[config.mk]
export PLATFORM = sky130hd
export DESIGN_NAME = top_module_uart
export DESIGN_NICKNAME = d
export VERILOG_FILES = /design/src/rtl/top_module_uart.sv
export SDC_FILE = /design/constraint.sdc
export NUM_CORES = 1
export LEC_CHECK = 0
export ABC_AREA = 0
export BUFFER_PORTS_ARGS = -buffer_cell sky130_fd_sc_hd__buf_2
export CAP_MARGIN = 20
export CORE_UTILIZATION = 42
export CTS_CLUSTER_SIZE = 25
export DETAILED_ROUTE_END_ITERATION = 8
export MAX_ROUTING_LAYER = met4
export PLACE_DENSITY_LB_ADDON = 0.2
export RECOVER_POWER = 50
export SYNTH_ARGS = -nofsm -noshare
export SYNTH_HDL_FRONTEND = slang
export SYNTH_SLANG_ARGS = --single-unit
[constraint.sdc]
create_clock -name clk_10MHz -period 2 [get_ports clk_10MHz]
set_clock_uncertainty 0.2 [all_clocks]
set_input_delay 0.1 -clock clk_10MHz [delete_from_list [all_inputs] [get_ports clk_10MHz]]
set_output_delay 0.1 -clock clk_10MHz [all_outputs]
set_load 0.03 [all_outputs]
[src/rtl/top_module_uart.sv]
// ----------------------------------------------------------------------------
// top_module_uart -- memory-mapped 8N1 UART peripheral.
//
// Software writes the TX byte into data register 0 and sets control.send.
// The transmitter serialises the byte on tx. The receiver deserialises rx,
// stores the byte in data register 1 and raises control.new_rx.
//
// Ports:
//   clk_10MHz   system clock, all logic on the rising edge
//   rst         synchronous active-high reset
//   wr_pi       register write strobe
//   reg_sel_pi  0 = control register, 1 = data register file
//   input_pi    32-bit write data
//   addr_pi     data register index (ignored for control accesses)
//   rx          serial input, idle high
//   output_po   32-bit combinational read data
//   tx          serial output, idle high
//
// Control register: bit0 send (software-set, hardware-cleared),
//                   bit1 new_rx (hardware-set, software-cleared),
//                   bits 31:2 read as zero.
// ----------------------------------------------------------------------------

// Serial core: one TX FSM and one RX FSM, each sharing the same bit time.
//   send/tx_byte  request and byte from the register side
//   tx_start      one-cycle pulse when a byte is accepted (clears send)
//   rx_data_rdy   one-cycle pulse when a frame with a valid stop bit arrives
//   rx_byte       last received byte, valid when rx_data_rdy is high
module uart_core #(
   parameter int CLK_FREQ = 10_000_000,
   parameter int BAUD     = 115200
) (
   input  logic       clk,
   input  logic       rst,
   input  logic       send,
   input  logic [7:0] tx_byte,
   input  logic       rx,
   output logic       tx,
   output logic       tx_start,
   output logic       rx_data_rdy,
   output logic [7:0] rx_byte
);

   localparam int CPB   = CLK_FREQ / BAUD;
   localparam int CNT_W = $clog2(CPB);
   localparam logic [CNT_W-1:0] BIT_LAST  = CNT_W'(CPB - 1);
   localparam logic [CNT_W-1:0] HALF_LAST = CNT_W'(CPB / 2 - 1);

   typedef enum logic [1:0] {IDLE, START, DATA, STOP} state_t;

   state_t           tx_state;
   logic [CNT_W-1:0] tx_cnt;
   logic [2:0]       tx_bit;
   logic [7:0]       tx_shift;

   state_t           rx_state;
   logic [CNT_W-1:0] rx_cnt;
   logic [2:0]       rx_bit;
   logic [7:0]       rx_shift;
   logic             rx_meta;
   logic             rx_sync;
   logic             rx_prev;

   // Accepting a byte is visible to the register side on the same edge.
   assign tx_start = (tx_state == IDLE) && send;

   // NOTE: state is updated with non-blocking assignments so every register
   // samples the pre-edge values and simulation matches the synthesised flops.
   always_ff @(posedge clk) begin
      if (rst) begin
         tx_state <= IDLE;
         tx_cnt   <= '0;
         tx_bit   <= '0;
         tx_shift <= '0;
         tx       <= 1'b1;
      end else begin
         case (tx_state)
            IDLE: begin
               tx <= 1'b1;
               if (send) begin
                  tx_shift <= tx_byte;
                  tx_cnt   <= '0;
                  tx       <= 1'b0;
                  tx_state <= START;
               end
            end
            START: begin
               if (tx_cnt == BIT_LAST) begin
                  tx_cnt   <= '0;
                  tx_bit   <= '0;
                  tx       <= tx_shift[0];
                  tx_state <= DATA;
               end else begin
                  tx_cnt <= tx_cnt + 1'b1;
               end
            end
            DATA: begin
               if (tx_cnt == BIT_LAST) begin
                  tx_cnt <= '0;
                  if (tx_bit == 3'd7) begin
                     tx       <= 1'b1;
                     tx_state <= STOP;
                  end else begin
                     tx_bit   <= tx_bit + 1'b1;
                     tx_shift <= {1'b0, tx_shift[7:1]};
                     tx       <= tx_shift[1];
                  end
               end else begin
                  tx_cnt <= tx_cnt + 1'b1;
               end
            end
            STOP: begin
               if (tx_cnt == BIT_LAST) begin
                  tx_cnt   <= '0;
                  tx_state <= IDLE;
               end else begin
                  tx_cnt <= tx_cnt + 1'b1;
               end
            end
            default: tx_state <= IDLE;
         endcase
      end
   end

   // Receiver: rx is re-timed by two flops; rx_prev gives the falling-edge
   // detector. The start bit is re-checked half a bit later, then every
   // following bit is sampled one full bit time apart (mid-bit).
   always_ff @(posedge clk) begin
      if (rst) begin
         rx_meta     <= 1'b1;
         rx_sync     <= 1'b1;
         rx_prev     <= 1'b1;
         rx_state    <= IDLE;
         rx_cnt      <= '0;
         rx_bit      <= '0;
         rx_shift    <= '0;
         rx_byte     <= '0;
         rx_data_rdy <= 1'b0;
      end else begin
         rx_meta     <= rx;
         rx_sync     <= rx_meta;
         rx_prev     <= rx_sync;
         rx_data_rdy <= 1'b0;
         case (rx_state)
            IDLE: begin
               if (rx_prev && !rx_sync) begin
                  rx_cnt   <= '0;
                  rx_state <= START;
               end
            end
            START: begin
               if (rx_cnt == HALF_LAST) begin
                  rx_cnt <= '0;
                  if (rx_sync) begin
                     rx_state <= IDLE;            // glitch, not a start bit
                  end else begin
                     rx_bit   <= '0;
                     rx_state <= DATA;
                  end
               end else begin
                  rx_cnt <= rx_cnt + 1'b1;
               end
            end
            DATA: begin
               if (rx_cnt == BIT_LAST) begin
                  rx_cnt   <= '0;
                  rx_shift <= {rx_sync, rx_shift[7:1]};
                  if (rx_bit == 3'd7) begin
                     rx_state <= STOP;
                  end else begin
                     rx_bit <= rx_bit + 1'b1;
                  end
               end else begin
                  rx_cnt <= rx_cnt + 1'b1;
               end
            end
            STOP: begin
               if (rx_cnt == BIT_LAST) begin
                  rx_cnt   <= '0;
                  rx_state <= IDLE;
                  if (rx_sync) begin                // framing error drops the byte
                     rx_byte     <= rx_shift;
                     rx_data_rdy <= 1'b1;
                  end
               end else begin
                  rx_cnt <= rx_cnt + 1'b1;
               end
            end
            default: rx_state <= IDLE;
         endcase
      end
   end

endmodule

// Data register file: entry 0 is bus-written (TX byte), entry 1 is loaded
// only by the receiver (RX byte).
module uart_data_reg (
   input  logic        clk,
   input  logic        rst,
   input  logic        wr_tx,
   input  logic [31:0] wr_data,
   input  logic        rx_load,
   input  logic [7:0]  rx_byte,
   input  logic        addr,
   output logic [31:0] rd_data,
   output logic [7:0]  tx_byte
);

   logic [31:0] rf_r [0:1];

   // NOTE: this small array is reset explicitly because both entries must
   // read as zero after reset; large RAM arrays would normally be left unreset.
   always_ff @(posedge clk) begin
      if (rst) begin
         rf_r[0] <= '0;
         rf_r[1] <= '0;
      end else begin
         if (wr_tx) begin
            rf_r[0] <= wr_data;
         end
         if (rx_load) begin
            rf_r[1] <= {24'b0, rx_byte};
         end
      end
   end

   assign rd_data = rf_r[addr];
   assign tx_byte = rf_r[0][7:0];

endmodule

module top_module_uart #(
   parameter int CLK_FREQ = 10_000_000,
   parameter int BAUD     = 115200
) (
   input  logic        clk_10MHz,
   input  logic        rst,
   input  logic        wr_pi,
   input  logic        reg_sel_pi,
   input  logic [31:0] input_pi,
   input  logic        addr_pi,
   input  logic        rx,
   output logic [31:0] output_po,
   output logic        tx
);

   logic [1:0]  ctrl_r;
   logic        wr_ctrl;
   logic        wr_data0;
   logic        tx_start;
   logic        rx_data_rdy;
   logic [7:0]  rx_byte;
   logic [7:0]  tx_byte;
   logic [31:0] rf_rd;

   assign wr_ctrl  = wr_pi && !reg_sel_pi;
   assign wr_data0 = wr_pi && reg_sel_pi && !addr_pi;

   uart_core #(
      .CLK_FREQ (CLK_FREQ),
      .BAUD     (BAUD)
   ) UART (
      .clk         (clk_10MHz),
      .rst         (rst),
      .send        (ctrl_r[0]),
      .tx_byte     (tx_byte),
      .rx          (rx),
      .tx          (tx),
      .tx_start    (tx_start),
      .rx_data_rdy (rx_data_rdy),
      .rx_byte     (rx_byte)
   );

   uart_data_reg DATA_REG (
      .clk     (clk_10MHz),
      .rst     (rst),
      .wr_tx   (wr_data0),
      .wr_data (input_pi),
      .rx_load (rx_data_rdy),
      .rx_byte (rx_byte),
      .addr    (addr_pi),
      .rd_data (rf_rd),
      .tx_byte (tx_byte)
   );

   // Hardware events win over a software write landing on the same edge.
   always_ff @(posedge clk_10MHz) begin
      if (rst) begin
         ctrl_r <= '0;
      end else begin
         if (tx_start) begin
            ctrl_r[0] <= 1'b0;
         end else if (wr_ctrl) begin
            ctrl_r[0] <= input_pi[0];
         end
         if (rx_data_rdy) begin
            ctrl_r[1] <= 1'b1;
         end else if (wr_ctrl) begin
            ctrl_r[1] <= input_pi[1];
         end
      end
   end

   // NOTE: the output gets a default before any branch so no path leaves it
   // unassigned, which would otherwise infer a latch.
   always_comb begin
      output_po = '0;
      if (reg_sel_pi) begin
         output_po = rf_rd;
      end else begin
         output_po = {30'b0, ctrl_r};
      end
   end

endmodule

==> results.md, run 1 <==
Routing:
- The final layout contains routed wiring with a total length of 10.15 mm.
- In the routed design, unresolved DRC markers number 0.
- The count of nets left with antenna violations once routing finished came out at 0.
- After detailed routing, the average wire length per cell comes to 14.36 um.
- For this block, the via count after detailed routing is 3,584.
- The via count normalized by instance count is 5.069.
- The first detailed-routing pass ran for 4 iterations.
- For this block, the initial DRC count from the detailed router was 255.

Logic synthesis:
- Of all flip-flops after synthesis, the portion carrying an async set or reset was 0%.
- The count of flip-flops with a built-in enable after synthesis is 40.
- The simple logic cell fraction of the synthesized area is 22.56%.
- Counting flops and latches in the post-synthesis netlist gives 95.
- The flip-flop cell with the highest count after synthesis is dfxtp_1.
- In the synthesized netlist, the number of instances is 446.
- In the post-synthesis netlist, the cell with the most instances is and2_1.
- The count of distinct cell types in the synthesized netlist is 48.
- In this run the cell area of the synthesized design comes to 4576 um2.
- The share of synthesized cell area in full adder, half adder and majority cells is 5.196%.
- The mean instance size in the synthesized netlist is 10.26 um2.
- The compound-cell area share of the yosys netlist is 8.914%.
- By area the synthesized netlist is led by edfxtp_1 26%, dfxtp_1 24%, and2_1 9.0%.
- The fraction of the yosys area taken by sequential cells is 50.31%.
- The xor-xnor portion of the synthesized cell area is 1.340%.
- The number of warnings printed during yosys synthesis is 0.
- By area, the combinational part of the netlist is dominated by simple AND/OR/NAND/NOR gates.
- The mux contribution to synthesized area is 7.875%.
- The commonest cells after synthesis are 66 x and2_1, 55 x dfxtp_1, 40 x edfxtp_1, 38 x nor2_1, 36 x mux2i_1.
- The area fraction of the dominant cell type after synthesis is 26.25%.
- The biggest area contributor in the post-synthesis netlist is edfxtp_1.
- The number of nets in the synthesized netlist is 503.

Worst hold path:
- The type of the tightest min-delay check is in2reg.

Cells and area:
- The number of antenna diodes is 0.
- The area added between synthesis and finish is 27.62%.
- The fraction of final layout cells sized beyond drive strength 1 is 19.79%.
- Cells fill 55.81% of the core in the end.
- After the last flow step, the layout net total stands at 623.

Worst setup path:
- The worst flop-to-flop path startpoint is UART.rx_cnt[0]$_SDFFE_PP0N_.
- The endpoint identified for the worst register-to-register timing path is UART.rx_bit[0]$_SDFFE_PP0P_.
- Data on the critical path arrives at its endpoint at 2.08 ns.
- The startpoint of the worst setup timing path is UART.rx_cnt[0]$_SDFFE_PP0N_.
- The worst register-to-register path has a depth of 6.
- The critical path ends at UART.rx_bit[0]$_SDFFE_PP0P_.
- The required arrival time at the worst endpoint is 2.11 ns.
- The worst setup path is captured at a flip-flop.
- The startpoint class of the critical path is a flip-flop.
- The critical path in this run is classified as reg2reg.
- The worst register-to-register path has a setup slack of 0.04 ns.
- Along the worst path, the maximum fanout reaches 10.

Die:
- The die width is 106.4 um.
- The overall die height is 106.4 um.
- The die covers 11,320 um2.
- The initial utilization of the core area, before any placement, comes to 43.73%.
- For this design the top-level I/O count stands at 71.
- The row count is 37.
- The area of the core is 10,460 um2.

Clock tree:
- Clock latency on the worst-skew pair, taken at its later pin, is 0.38 ns.
- The number of H-tree branching levels is 3.
- After clock tree synthesis, the clock-pin slew on the worst setup and hold paths is 0.09 ns.
- The clock tree from TritonCTS is built.
- The tree built by TritonCTS fans out to 95 sinks.
- The maximum count of clock buffers along a single path is 2.
- The root buffer selected by CTS is clkbuf_8.
- The number of buffers added by the clock tree synthesis step is 9.

Global route:
- The combined global-route utilization of all metal layers is 19.28%.
- The via count of the first global-routing pass is 3,371.
- The remaining global-route overflow is 0.
- The global-route wire length before repair is 16.36 mm.
- The initial antenna violation count is 0.
- The maximum number of pins on one net before global-route repair is 33.

Power:
- Power comes to 4.564 mW.
- The leakage power is 2.364 nW.
- IR analysis of the VDD net gives a maximum drop of 512.9 uV.
- Dividing total power by cell area gives a power density of 781.7 nW/um2.

Placement:
- The congestion estimate from routability-driven global placement came to 0.8197.
- The count of buffers added on input and output ports is 70.
- The half-perimeter wire length after placement is 6.817 mm.
- Timing analysis after detailed placement gives a worst setup slack of 0.01415 ns.

Job:
- Max-cap violations in this run came to 0.

Outcome:
- The run finished with clean final reports.

Timing:
- The final worst-path setup slack is 0.03606 ns.
- The tightest hold margin is 0.08483 ns.
- The slew of the pin with the lowest slew margin is 0.7086 ns.
- The number of pins with negative max-slew slack in the final report is 0.
- Headroom to the max-slew limit came out at 52.71%.
- Setup repair after global routing could not meet its margin everywhere.
- The number of setup violations in the final report is 0.
- The final-report hold violation count is 0.
- The time the final worst path needs with I/O delays and setup is 1.964 ns.
- Derived from the worst setup path, the maximum achievable clock frequency is 0.5092 GHz.
- The final critical path takes up 98.20% of the cycle.
==> sequential cells by signal, summed over array words and instances, names as in the netlist, named ones only <==
name / cells
UART.tx_cnt: 7
UART.tx_shift: 8
UART.tx_bit: 3
UART.rx_prev: 1
UART.rx_shift: 8
UART.rx_data_rdy: 1
UART.rx_meta: 1
UART.rx_bit: 3
UART.rx_sync: 1
UART.rx_state: 1
UART.tx_state: 2
ctrl_r: 2
UART.rx_byte: 8
UART.tx: 1
UART.rx_cnt: 7
DATA_REG.rf_r: 40
==> cell families after synthesis <==
family          after synthesis
compound gates               63
xor+xnor                      7
fa+ha+maj                    19
buf+inv                      40
flops                        95
mux                          36
simple gates                186
==> metal layers <==
layer | vias to the layer above | wire, um | GRT usage [%]
li1 | 1794 | - | -
met1 | 1704 | 4767 | 24.04
met2 | 69 | 4785 | 29.82
met3 | 17 | 362 | 4.660
met4 | 0 | 238 | 8.234
met5 | - | 0 | -
==> cell type report <==
class	count	area, um2
Clock buffer	11	162.7
Clock inverter	5	37.54
Fill cell	964	4623
Inverter	15	60.06
Multi-Input combinational cell	312	2177
Sequential cell	95	2308
Tap cell	136	170.2
Timing Repair Buffer	133	923.4
==> power breakdown <==
group          internal, mW  switching, mW
Sequential             2.13         0.0605
Combinational         0.468          0.633
Clock                 0.566          0.704
==> per-stage QoR <==
stage	TNS, ns	instance area [um2]	instances
floorplan	0	4579	446
global placement	0	5209	652
detailed placement	0	5224	653
CTS	0	5798	704
global route	-1.553	5839	707
finish	0	5839	707
==> cells in the final DEF (no fill, tap or decap), types with 6 or more instances in the layout <==
cell type and n:
nand3_1 11, clkbuf_8 10, and2_1 66, o211ai_1 6
inv_1 14, mux2i_1 36, buf_2 44, nand2_1 26
ha_1 16, dlygate4sd3_1 35, nor2b_1 8, edfxtp_1 40
dfxtp_1 50, clkbuf_1 26, o21ai_0 16, a21oi_1 21
or3_1 7, buf_4 24, nor2_1 37
==> what timing repair did <==
item,4_1_cts,5_1_grt
gates cloned,0,1
hold endpoints to repair,67,0
setup endpoints to repair,4,33
resized for setup,4,15
buffers inserted,0,2
pin swaps,0,2
hold buffers,35,0
==> worst max-delay path: stages (launching register included) <==
cell      delay [ns]
dfxtp_2         0.36
inv_1           0.06
ha_1            0.14
nand4b_1        0.12
o31a_4          0.35
or4_1           0.53
a21oi_1         0.15
==> worst min path at each step <==
stage / from / endpoint / slack [ns] / cells after the start
2_1_floorplan: rx / UART.rx_meta$_SDFF_PP1_ / 0.004 / 1
6_report: wr_pi / ctrl_r[0]$_SDFFE_PP0P_ / 0.08 / 4
4_1_cts: wr_pi / ctrl_r[0]$_SDFFE_PP0P_ / 0.09 / 4
3_3_place_gp: rx / UART.rx_meta$_SDFF_PP1_ / 0.09 / 2
5_1_grt: wr_pi / ctrl_r[1]$_SDFFE_PP0P_ / 0.11 / 4
3_5_place_dp: rx / UART.rx_meta$_SDFF_PP1_ / 0.09 / 2
Note: power is estimated with default switching activity, not from simulation.
==> inputs of run 2 (changes only) <==
==> constraint.sdc (replaced) <==
create_clock -name clk_10MHz -period 2.5 [get_ports clk_10MHz]
set_clock_uncertainty 0.2 [all_clocks]
set_input_delay 0.125 -clock clk_10MHz [delete_from_list [all_inputs] [get_ports clk_10MHz]]
set_output_delay 0.125 -clock clk_10MHz [all_outputs]
set_load 0.03 [all_outputs]
==> run 2 against run 1 <==
  * Core utilization fell by 2.9 points
  * First-iteration DRC count fell by 57%
  * Combinational power fell by 37%
  * Flip-flop and latch count did not move
  * Cell count fell by 3.3%
  * Worst hold slack barely moved
  * Wire length fell by 9.0%
  * Register-to-register slack improved by 0.35 ns
  * Via count fell by 5.0%
  * Total power fell by 25%
  * Final area fell by 5.2%
==> results.md, run 2 (synthesis gave the netlist of run 1 again) <==
Worst setup path:
- The worst-case register-to-register setup slack is 0.39 ns (+0.35 ns).
- In this run the critical register-to-register path is captured at UART.tx_shift[2]$_SDFFE_PP0P_.
- The required arrival time at the worst endpoint is 2.60 ns (+0.49 ns).
- The type of the worst setup path is reg2reg.
- The worst setup path is captured at a flip-flop.
- The delay contributed by the slowest stage of the critical path is 0.43 ns (-0.10 ns).
- The depth of the worst register-to-register path is 5 (-1).
- The critical path buffer and inverter count is 0 (-1).
- The kind of cell with the highest combined delay along the critical path is simple AND/OR/NAND/NOR gates.
- The startpoint class of the critical path is a flip-flop.
- Walking the worst path, the cells encountered are ha_1 > nor2b_1 > a32oi_2 > or3_1 > a21oi_1.
- The worst flop-to-flop path startpoint is UART.tx_cnt[0]$_SDFFE_PP0P_.
- The depth of the critical timing path with buffers and inverters included is 5 (-1).
- The data arrival at the endpoint of the critical path is 2.21 ns (+0.13 ns).
- The largest fanout of any net on the critical path is 15 (+5).
- The highest-delay cell along the critical path is or3_1.

Timing:
- The time the final worst path needs with I/O delays and setup is 2.112 ns (+0.1483 ns).
- The ratio of final minimum period to clock period is 84.49% (-14 points).
- The slew of the pin with the lowest slew margin came to 0.8736 ns (+0.1650 ns).
- The final worst-path setup slack was 0.3877 ns (+0.3517 ns).
- The final-report hold violation count is 0 (unchanged).
- The number of setup violations in the final report is 0 (unchanged).
- The setup TNS is 0 ns (unchanged).
- The number of pins with negative max-slew slack in the final report was 0 (unchanged).
- Setup repair after global routing left no endpoint under its margin.
- The highest attainable clock frequency was 0.4734 GHz (-7.0%).
- The headroom to the max-slew limit is 41.76% (-11 points).

Placement:
- The placed cell count is 634 (-2.9%).
- The half-perimeter wire length after placement is 6.302 mm (-7.6%).
- The routability congestion estimate was 0.7940 (-3.1%).
- The cell area after placement is 5034 um2 (-3.6%).
- The worst setup timing slack at the placement stage was 0.4171 ns (+0.4029 ns).
- The total of buffers placed on input and output ports is 70 (unchanged).

Routing:
- The post-route DRC violation count is 0 (unchanged).
- The routed wire length is 9.239 mm (-9.0%).
- The total number of vias was 3,405 (-5.0%).
- The number of nets with antenna violations after routing came to 0 (unchanged).
- The via count normalized by instance count is 4.978 (-1.8%).
- The first-pass iteration count of the detailed router is 4 (unchanged).
- The starting DRC count in detailed routing is 109 (-57%).
- The average detailed-routed wire length per instance is 13.51 um (-5.9%).

Clock tree:
- The root buffer selected by CTS is clkbuf_8.
- The clock transition time at the flip-flop clock pins of the worst setup and hold paths came to 0.10 ns (about the same).
- The maximum count of clock buffers along a single path was 2 (unchanged).
- The number of H-tree branching levels was 3 (unchanged).
- The number of setup buffers added after CTS came to 0 (unchanged).
- The clock tree from TritonCTS is built.
- The sink count of the clock tree is 95 (unchanged).
- The insertion delay to the later sink of the worst-skew pair was 0.37 ns (about the same).
- The quantity of gates resized following cts is 0 (-4).
- The number of buffers added by the clock tree synthesis step came to 9 (unchanged).

Cells and area:
- The register containing the most flip-flops in the final layout is DATA_REG.rf_r.
- The final net count is 600 (-3.7%).
- The number of cells in the finished layout apart from fillers is 684 (-3.3%).
- The library cells used most frequently in the layout, excluding fill and tap cells, are 55 x dfxtp_1, 53 x and2_1, 50 x buf_2.
- The number of antenna diodes is 0 (unchanged).
- The area added between synthesis and finish is 20.92%.
- The most frequent standard cell in the layout excluding fill and tap cells is dfxtp_1.
- The flip-flop count of the largest register, all copies and words added is 40 (unchanged).
- The fraction of final layout cells sized beyond drive strength 1 is 15.15% (-4.6 points).
- The total of fill cells in the finished design is 978 (+1.5%).
- The area of all placed cells without fillers was 5533 um2 (-5.2%).

Die:
- The area of the core is 10,460 um2 (unchanged).
- The total die area is 11,320 um2 (unchanged).
- The row count was 37 (unchanged).
- The starting utilization of the core area is 43.73% (unchanged).
- The top-level port count is 71 (unchanged).
- The die width is 106.4 um (unchanged).
- The overall die height is 106.4 um (unchanged).

Job:
- The number of maximum-capacitance violations is 0 (unchanged).

Power:
- The leakage power is 2.245 nW (-5.0%).
- The cell area power density came to 621.6 nW/um2 (-20%).
- The maximum vdd drop is 294.4 uV (-43%).

Worst hold path:
- The worst hold path cell count is 4 (unchanged).
- The type of the tightest min-delay check is in2reg.
- The end of the worst hold path is ctrl_r[0]$_SDFFE_PP0P_.
- The critical hold path startpoint is wr_pi.

Global route:
- The global-route wire length before repair is 15.61 mm (-4.6%).
- The remaining global-route overflow is 0 (unchanged).
- The via count of the first global-routing pass came to 3,306 (-1.9%).
- The combined global-route utilization of all metal layers was 18.07% (-1.2 points).
- The maximum number of pins on one net before global-route repair is 33 (unchanged).
- The initial antenna violation count is 0 (unchanged).

Outcome:
- The run finished with clean final reports.
run 2: metrics by stage:
step	util (%)	total power, mW	hold WS, ns
4_1_cts	53.18	3.484	0.07150
5_1_grt	52.88	3.627	0.1092
6_report	52.88	3.439	0.08493
3_5_place_dp	48.11	2.459	0.1128
2_1_floorplan	-	2.289	0.02881
3_3_place_gp	48.11	2.448	0.1095
run 2: worst reg2reg max path: stages (launching register included):
cell and delay, ns:
dfxtp_1 0.41, ha_1 0.16, nor2b_1 0.36, a32oi_2 0.35
or3_1 0.43, a21oi_1 0.14
run 2: final cells by class:
| cell class | instances | area, um2 | share of cell area [%] |
|---|---|---|---|
| Clock buffer | 10 | 137.6 | 2.488 |
| Sequential cell | 95 | 2302 | 41.61 |
| Inverter | 15 | 56.30 | 1.018 |
| Multi-Input combinational cell | 311 | 2102 | 37.99 |
| Timing Repair Buffer | 111 | 711.9 | 12.87 |
| Clock inverter | 6 | 52.55 | 0.9498 |
| Tap cell | 136 | 170.2 | 3.076 |
run 2: worst max-delay path by stage:
stage                                 from                           endpoint
2_1_floorplan                      addr_pi  DATA_REG.rf_r[0][0]$_SDFFCE_PN0P_
3_3_place_gp   UART.tx_cnt[0]$_SDFFE_PP0P_      UART.tx_shift[2]$_SDFFE_PP0P_
6_report       UART.tx_cnt[0]$_SDFFE_PP0P_      UART.tx_shift[2]$_SDFFE_PP0P_
5_1_grt        UART.tx_cnt[0]$_SDFFE_PP0P_      UART.tx_shift[2]$_SDFFE_PP0P_
3_5_place_dp   UART.rx_cnt[0]$_SDFFE_PP0N_        UART.rx_bit[0]$_SDFFE_PP0P_
4_1_cts        UART.tx_cnt[0]$_SDFFE_PP0P_      UART.tx_shift[2]$_SDFFE_PP0P_
run 2: per-layer routing:
metal	vias to the layer above	track usage, %	wire length [um]
met5	-	-	0
met4	0	8.929	218
met3	16	2.575	202
met2	56	28.53	4420
met1	1603	22.73	4396
li1	1730	-	-
run 2: where the power goes:
part / total (mW) / switching [mW] / leakage [nW] / internal, mW
Sequential: 1.77 / 0.0603 / 0.864 / 1.71
Clock: 0.977 / 0.571 / 0.0967 / 0.406
Combinational: 0.695 / 0.433 / 1.28 / 0.262
Total: 3.44 / 1.06 / 2.24 / 2.38
run 2: timing repair:
action / in CTS / in global routing
setup endpoints to repair: 0 / 0
hold buffers: 34 / 0
hold endpoints to repair: 46 / 0
